===== src/rtl/irq_pending_latch.sv =====
// Synchronises four async request lines, latches their rising edges as sticky pending bits
// until acknowledged, and flags unmasked pending requests on irq. Optional IRQ_PEND_OVF_EN adds overflow.
module irq_pending_latch #(
    parameter int SYNC_STAGES = 2
) (
    input  logic       clk,
    input  logic       rst,
    input  logic [3:0] req_in,
    input  logic [3:0] mask,
    input  logic       ack,
    input  logic [1:0] ack_idx,
    output logic [3:0] pending,
    output logic       irq
`ifdef IRQ_PEND_OVF_EN
    ,
    output logic [3:0] overflow
`endif
);

    logic [3:0] r_sync [SYNC_STAGES];
    logic [3:0] r_hist;
    logic [3:0] r_pending;
    logic       r_irq;

    logic [3:0] w_rise;
    logic [3:0] w_ack_vec;
    logic [3:0] w_pend_nx;

    // NOTE: sequential state uses non-blocking assignments so every flop samples pre-edge values.
    always_ff @(posedge clk) begin
        if (rst) begin
            for (int k = 0; k < SYNC_STAGES; k++) begin
                r_sync[k] <= '0;
            end
            r_hist <= '0;
        end else begin
            r_sync[0] <= req_in;
            for (int k = 1; k < SYNC_STAGES; k++) begin
                r_sync[k] <= r_sync[k-1];
            end
            r_hist <= r_sync[SYNC_STAGES-1];
        end
    end

    assign w_rise = r_sync[SYNC_STAGES-1] & ~r_hist;

    // NOTE: default first so the conditional write cannot infer a latch.
    always_comb begin
        w_ack_vec = '0;
        if (ack) begin
            w_ack_vec[ack_idx] = 1'b1;
        end
    end

    // A new edge beats a same-cycle ack on that line.
    assign w_pend_nx = w_rise | (r_pending & ~w_ack_vec);

    always_ff @(posedge clk) begin
        if (rst) begin
            r_pending <= '0;
            r_irq     <= 1'b0;
        end else begin
            r_pending <= w_pend_nx;
            r_irq     <= |(w_pend_nx & ~mask);
        end
    end

    assign pending = r_pending;
    assign irq     = r_irq;

`ifdef IRQ_PEND_OVF_EN
    logic [3:0] r_overflow;

    always_ff @(posedge clk) begin
        if (rst) begin
            r_overflow <= '0;
        end else begin
            r_overflow <= r_overflow | (w_rise & r_pending);
        end
    end

    assign overflow = r_overflow;
`endif

endmodule


===== config.mk =====
export PLATFORM = sky130hd
export DESIGN_NAME = irq_pending_latch
export DESIGN_NICKNAME = d
export VERILOG_FILES = /design/src/rtl/irq_pending_latch.sv
export SDC_FILE = /design/constraint.sdc
export NUM_CORES = 1
export LEC_CHECK = 0
export CAP_MARGIN = 5
export CORE_UTILIZATION = 40
export CTS_CLUSTER_DIAMETER = 30
export CTS_CLUSTER_SIZE = 14
export DETAILED_ROUTE_END_ITERATION = 7
export GPL_TIMING_DRIVEN = 1
export PLACE_DENSITY = 0.71
export SYNTH_ARGS = -nofsm -noshare
export SYNTH_HDL_FRONTEND = slang
export SYNTH_SLANG_ARGS = --single-unit

===== constraint.sdc =====
create_clock -name clk -period 1.5 [get_ports clk]
set_input_delay 0.3 -clock clk [delete_from_list [all_inputs] [get_ports clk]]
set_output_delay 0.3 -clock clk [all_outputs]
set_load 0.005 [all_outputs]

# Yosys cells after proc, flatten, opt, wreduce, memory -nomap -nowiden
# Memory sizes are Yosys's and may differ from the RTL's.
# Cells that the tools add are included.
[word_totals] out_inout_bits=5 elab_cells=25 regBits=9 ram_bits=8 input_bits=13 memories=1
[classes] magnitude_cmp=2 n_bitwise=9 n_mux=8 reduce_logical=2
[mem_list] name="r_sync" depth=2 width=4 rd=2 rd_ports_with_merged_regs=0 wr=2 line_no="20" text="logic [3:0] r_sync [SYNC_STAGES];"
[ops] op="4-bit AND" n=3
[ops] op="4-bit two-way mux" n=3
[ops] op="4-bit NOT" n=3
[ops] op="1-bit two-way mux" n=4
[ops] op="4-bit OR" n=1
[ops] op="4-bit OR reduction" n=1
[ops] op="2-bit by 3-bit < comparator with 1-bit output (second input constant)" n=1
[ops] op="1-bit demux with 2-bit select" n=1
[ops] op="2-bit by 1-bit greater-or-equal comparator with 1-bit output (second input constant)" n=1
[ops] op="1-bit OR" n=2
[ops] op="1-bit logical AND" n=1

# Depth between registers and ports, before layout
# Gate-level depths: netlist (run 1).
[logic_depth] word_depth=10 ltp_mapped=4 ltp_nobuf=4

# Worst setup path after synthesis (run 1)
# No wires, ideal clock.
[synth_path] path_kind="input to register" startpoint="in ack_idx[1]" endpoint="reg r_irq (netlist: irq)" t_required_ns=1.370 cell_stages=4 setup_time_ns=0.130 n_path_buf=0 t_arrival_ns=1.017 path_slack_ns=0.352 path_cell_list="or3b_1 -> a21oi_2 -> o22a_2 -> a21oi_2"
[synth_between] elab_chain_cells=10 word_cells_on_any_way=11 classes_between="2 x order compare; 3 x mux; 4 x bitwise; 2 x reduce/logical"
[synth_rtl] element="from (decl)" line_no="11" text="input logic [1:0] ack_idx,"
[synth_rtl] element="2-bit by 3-bit < comparator with 1-bit output (not written as such) or 2-bit by 1-bit greater-or-equal comparator with 1-bit output (tied branches)" line_no="51" text="w_ack_vec[ack_idx] = 1'b1;"
[synth_rtl] element="1-bit logical AND (not written as such)" line_no="51"
[synth_rtl] element="1-bit two-way mux (not written as such)" line_no="51"
[synth_rtl] element="1-bit demux with 2-bit select (*)" line_no="51"
[synth_rtl] element="4-bit two-way mux (*)" line_no="50" text="if (ack) begin"
[synth_rtl] element="4-bit NOT (*)" line_no="56" text="assign w_pend_nx = w_rise | (r_pending & ~w_ack_vec);"
[synth_rtl] element="4-bit AND (*)" line_no="56"
[synth_rtl] element="4-bit OR (*)" line_no="56"
[synth_rtl] element="4-bit AND (*)" line_no="64" text="r_irq <= |(w_pend_nx & ~mask);"
[synth_rtl] element="4-bit OR reduction (*)" line_no="64"
[synth_rtl] element="to (signal assigned)" line_no="64"
[synth_rtl] element="to (decl)" line_no="23" text="logic r_irq;"
# Every way passes the cells marked *; elsewhere a longest branch is shown, timed or not.
# A chain may end at the register's enable or synchronous reset.

# Final worst setup path (run 1)
[layout_path] startpoint="reg r_pending[3] (netlist: pending[3])" endpoint="out pending[3]"
[layout_rtl] element="from (decl)" line_no="22" text="logic [3:0] r_pending;"
[layout_rtl] element="from (signal assigned)" line_no="63" text="r_pending <= w_pend_nx;"
[layout_rtl] element="to (decl)" line_no="12" text="output logic [3:0] pending,"
# No word-level cell between the ends.

==> qor.csv, run 1 <==
metric,value,unit
Pwr per Cell Area,993,mW/mm²
Post-synth EDFFs,0,
hold path start,r_sync[0][3]$_SDFF_PP0_,
die extent in x,38.7,µm
unrepaired setup endpoints after global routing,false,
dpl hpwl,619,µm
syn nets,62,
CTS root buffer,clkbuf_4,
Critical Path Start Type,register,
worst stage delay on the critical path,0.50,ns
Initial Util,0.460,
post-synthesis cell type count,11,
clk_lat worst skew,0.28,ns
Pre-antenna DRT Iters,4,
Worst EP required,1.20,ns
Post-Synthesis Cells,49,
worst slew pin tran,0.257,ns
dpl cells,87,
area of the multi-input gates,195,µm²
clock sinks,17,
register bit count reported by yosys,17,
final hold violation count,0,
Mean Syn Cell Area,11.0,µm²
Final min period,1.43,ns
Tot GR Track Use,0.136,
most area-consuming cells after synthesis,"dfxtp_1 63%, nor2b_1 19%, a21oi_2 3.2%, a21oi_1 2.8%, nand3b_1 2.8%",
Hold Path Depth,1,
Synth top area share,0.631,
Synth top cells by count,"17 x dfxtp_1, 16 x nor2b_1, 4 x nor2_1",
final core utilization,0.703,
htree depth,1,
slew margin rel.,0.828,
critical-path cell list,clkdlybuf4s50_1,
GPL Wtd Cong,0.597,
"count leader, synth",dfxtp_1,
per-cell routed wire length,9.15,µm
final setup violation count,0,
warning count from the yosys run,0,
Hold Path Sink,r_sync[0][7]$_SDFF_PP0_,
io pins,18,
fillers,99,
Setup TNS,0,ns
hold crit path type,reg -> reg,
LEAKAGE,0.329,nW
number of buffers created by CTS,3,
Ant. Diodes,0,
MaxCap Viol Count,0,
Clock Path Buffers,2,
initial antenna violation count,0,
"delay-heaviest family, CP",buffers and inverters,
Fin Clk Skew,0.00807,ns
synthesized area,539,µm²
Port Buffer Count,17,
period utilization,0.955,
Main synth FF type,dfxtp_1,
worst flop-to-flop path startpoint,r_sync[0][6]$_SDFF_PP0_,
Nets,91,
peak fanout along the critical path,2,
"Hold-fix buffers, CTS",0,
Vias,403,
drt drc,0,
post-CTS resize count,0,
Tot Pwr,0.818,mW
Worst Path Arrival,1.13,ns
"Buf+Inv Stages, Crit Path",1,
RR Endpoint,irq$_SDFF_PP0_,
Row Count,12,
first-pass GRT wire length,1.35,mm
WS Path Type,reg -> out,
largest net degree at the start of global routing,13,
Max VDD drop,0.000809,V
Fmax achieved,0.698,GHz
"CTS clk-pin slew, worst paths",0.10,ns
outcome,completed,
Post-synth ARST share,0,
slowest CP cell,clkdlybuf4s50_1,
Reg2Reg Setup Slack,0.55,ns
Post-Layout Cell Count,91,
DR iter-0 viols,6,
vias in the first global route,357,
Area Growth Syn to Fin,52.7,%
register area share after synthesis,0.631,
"area leader, netlist",dfxtp_1,
Core ar.,0.00117,mm²
Detail Route Antenna Nets,0,
pins over their slew limit,0,
setup repair bufs after CTS,0,
Crit path depth,1,
gr ovfl total,0,
CTS tree,done,
Die Span Y,38.7,µm
Worst setup EP type,primary output,
layout cells sized above 1,0.195,
register area,340,µm²
final WL,833,µm
Worst R2R Path Depth,4,
Via density,4.43,
Die Area,0.00150,mm²
-- how the worst max path moves through the flow --
stage / from / endpoint / slack [ns]
floorplan: ack_idx[1] / irq$_SDFF_PP0_ / 0.35
global placement: ack / irq$_SDFF_PP0_ / -0.10
detailed placement: ack / irq$_SDFF_PP0_ / -0.13
CTS: pending[3]$_SDFF_PP0_ / pending[3] / 0.05
global route: pending[1]$_SDFF_PP0_ / pending[1] / 0.02
finish: pending[3]$_SDFF_PP0_ / pending[3] / 0.07
-- through the flow --
| step | area [µm²] | worst slack [ns] | hold WS (ns) |
|---|---|---|---|
| after floorplan | 539 | 0.352 | 0.372 |
| after global placement | 796 | -0.101 | 0.417 |
| final | 823 | 0.0673 | 0.451 |
| after global routing | 823 | 0.0219 | 0.460 |
| after detailed placement | 796 | -0.125 | 0.421 |
| after CTS | 823 | 0.0530 | 0.455 |
-- placed cells by master (no fill, tap or decap) --
cell	netlist	final
a21oi_1	3	3
a21oi_2	2	2
buf_12	0	1
buf_4	0	7
clkbuf_4	0	3
clkdlybuf4s50_1	0	17
clkinv_2	0	1
dfxtp_1	17	17
nand3_1	1	1
nand3b_1	2	2
nor2_1	4	4
nor2b_1	16	16
o22a_1	1	1
o22a_2	1	1
or3b_1	1	1
-- per-layer routing --
| layer | part of all wire | routed length (µm) | vias up | track usage |
|---|---|---|---|---|
| li1 | - | - | 217 | - |
| met1 | 0.50 | 414 | 169 | 0.166 |
| met2 | 0.41 | 338 | 15 | 0.200 |
| met3 | 0.083 | 69 | 2 | 0.0520 |
| met4 | 0.013 | 11 | 0 | 0.0776 |
| met5 | 0 | 0 | - | 0 |
-- cell type report --
| type | instances | share of cell area |
|---|---|---|
| Sequential cell | 17 | 0.413 |
| Multi-Input combinational cell | 31 | 0.237 |
| Timing Repair Buffer | 25 | 0.295 |
| Tap cell | 14 | 0.0213 |
| Clock inverter | 1 | 0.00608 |
| Clock buffer | 3 | 0.0274 |
-- worst register-to-register path, delay by kind of cell (launching register included) --
kind,cells,cell delay [ns]
AOI/OAI and AO/OA,3,0.42
DFF,1,0.32
and+or+nand+nor,1,0.12
-- state kept, by name, summed over array words and instances, names as in the netlist --
| name | cells |
|---|---|
| r_sync | 8 |
| r_hist | 4 |
| pending | 4 |
| irq | 1 |
-- cells by family after synthesis --
group	synth area share
buffers and inverters	0.00695
flip-flops	0.631
AO/OA/AOI/OAI	0.0951
AND/OR/NAND/NOR	0.267
-- power breakdown --
group | switching (mW) | internal, mW | total, mW
registers | 0.00643 | 0.472 | 0.478
clock network | 0.129 | 0.0987 | 0.228
logic | 0.0329 | 0.0784 | 0.111
Note: power is estimated with default switching activity, not from simulation.
==> run 2, diff against run 1 <==
--- a/config.mk
+++ b/config.mk
@@ -6,12 +6,14 @@
 export NUM_CORES = 1
 export LEC_CHECK = 0
 export CAP_MARGIN = 5
-export CORE_UTILIZATION = 40
+export CORE_MARGIN = 3
+export CORE_UTILIZATION = 37
 export CTS_CLUSTER_DIAMETER = 30
 export CTS_CLUSTER_SIZE = 14
 export DETAILED_ROUTE_END_ITERATION = 7
 export GPL_TIMING_DRIVEN = 1
-export PLACE_DENSITY = 0.71
+export PLACE_DENSITY = 0.7
+export SLEW_MARGIN = 15
 export SYNTH_ARGS = -nofsm -noshare
 export SYNTH_HDL_FRONTEND = slang
 export SYNTH_SLANG_ARGS = --single-unit
==> constraint.sdc (replaced) <==
create_clock -name clk -period 1.2 [get_ports clk]
set_input_delay 0.24 -clock clk [delete_from_list [all_inputs] [get_ports clk]]
set_output_delay 0.24 -clock clk [all_outputs]
set_load 0.005 [all_outputs]
==> qor.csv, run 2 (same netlist as run 1, synthesis figures left out) <==
metric,value,unit
outcome,completed,
Pwr per Cell Area,1250,mW/mm²
pins over their slew limit,0,
layout cells sized above 1,0.247,
Final min period,1.11,ns
peak fanout along the critical path,2,
fin worst setup slack,0.0882,ns
Worst EP required,0.96,ns
final hold violation count,0,
switching share of power,0.215,
Area Growth Syn to Fin,52.2,%
MaxCap Viol Count,0,
post-route cell area,821,µm²
WS Path Type,reg -> out,
CTS root buffer,clkbuf_4,
number of buffers created by CTS,3,
setup repair bufs after CTS,0,
io pins,18,
Die Span Y,44.2,µm
dpl hpwl,700,µm
final WL,948,µm
Worst R2R Path Depth,4,
share of total power in the clock network,0.288,
post-CTS resize count,12,
LEAKAGE,0.355,nW
Hold Path Depth,1,
Worst Path Arrival,0.87,ns
fillers,124,
Ant. Diodes,0,
"CTS clk-pin slew, worst paths",0.10,ns
"worst slack, placed",-0.369,ns
"Hold-fix buffers, CTS",0,
Switch Pwr,0.221,mW
Via density,4.46,
Row Count,13,
"delay-heaviest family, CP",flip-flops,
Crit path depth,1,
number of flip-flops in the largest register,8,
share of power burned in registers,0.584,
per-cell routed wire length,10.3,µm
Initial Util,0.404,
Clock Path Buffers,2,
most frequent cells in the layout,"16 x nor2b_1, 14 x dfxtp_1, 9 x clkdlybuf4s50_1",
Critical Path Start Type,register,
Max VDD drop,0.000678,V
Die Area,0.00195,mm²
Largest Register,r_sync,
Nets,91,
Pre-antenna DRT Iters,2,
Fin Clk Skew,0.00579,ns
vias in the first global route,404,
part of the power in combinational logic,0.128,
final hold slack,0.446,ns
"commonest non-fill, non-tap cell in the layout",nor2b_1,
final setup violation count,0,
worst slew pin tran,0.193,ns
initial antenna violation count,0,
GPL Wtd Cong,0.718,
"Buf+Inv Stages, Crit Path",1,
Tot Pwr,1.02,mW
htree depth,1,
Worst setup EP type,primary output,
clock sinks,17,
Detail Route Antenna Nets,0,
internal power,0.803,mW
Fmax achieved,0.899,GHz
slowest CP cell,dfxtp_2,
Placed Instance Area,797,µm²
CTS tree,done,
Port Buffer Count,17,
Vias,410,
slew margin rel.,0.871,
clk_lat worst skew,0.28,ns
period utilization,0.926,
hold crit path type,reg -> reg,
DR iter-0 viols,2,
first-pass GRT wire length,1.61,mm
worst stage delay on the critical path,0.34,ns
drt drc,0,
largest net degree at the start of global routing,18,
critical-path cell list,dlygate4sd2_1,
Core ar.,0.00133,mm²
unrepaired setup endpoints after global routing,false,
die extent in x,44.2,µm
gr ovfl total,0,
Tot GR Track Use,0.114,
==> run 2: final cells by class <==
type | instances | area (µm²) | share of cell area
Sequential cell | 17 | 344 | 0.419
Tap cell | 15 | 18.8 | 0.0229
Multi-Input combinational cell | 31 | 198 | 0.241
Clock buffer | 3 | 22.5 | 0.0274
Timing Repair Buffer | 25 | 233 | 0.284
Clock inverter | 1 | 5.00 | 0.00610
==> run 2: metrics by stage <==
| stage | instances | utilization | setup TNS [ns] |
|---|---|---|---|
| floorplan | 49 | - | 0 |
| global placement | 88 | 0.598 | -1.24 |
| detailed placement | 88 | 0.598 | -1.28 |
| CTS | 92 | 0.615 | 0 |
| global route | 92 | 0.615 | 0 |
| finish | 92 | 0.615 | 0 |
==> run 2: path summary, 6_finish.rpt <==
check,endpoint,from,slack [ns]
max,pending[0],pending[0]$_SDFF_PP0_,0.09
min,r_sync[0][4]$_SDFF_PP0_,r_sync[0][0]$_SDFF_PP0_,0.45
max reg2reg,irq$_SDFF_PP0_,r_sync[0][7]$_SDFF_PP0_,0.24
min reg2reg,r_sync[0][4]$_SDFF_PP0_,r_sync[0][0]$_SDFF_PP0_,0.45
==> run 2: per-layer routing <==
layer	track usage	vias to the layer above	wire (µm)
met1	0.125	174	404
met3	0.0325	2	110
li1	-	217	-
met2	0.192	17	419
met4	0.0723	0	13
met5	0	-	0
==> run 2: power groups by stage <==
stage	Clock, mW	Sequential, mW	Combinational [mW]
floorplan	0	0.611	0.0418
global placement	0	0.610	0.139
detailed placement	0	0.611	0.141
CTS	0.307	0.599	0.133
global route	0.332	0.602	0.142
finish	0.295	0.598	0.131
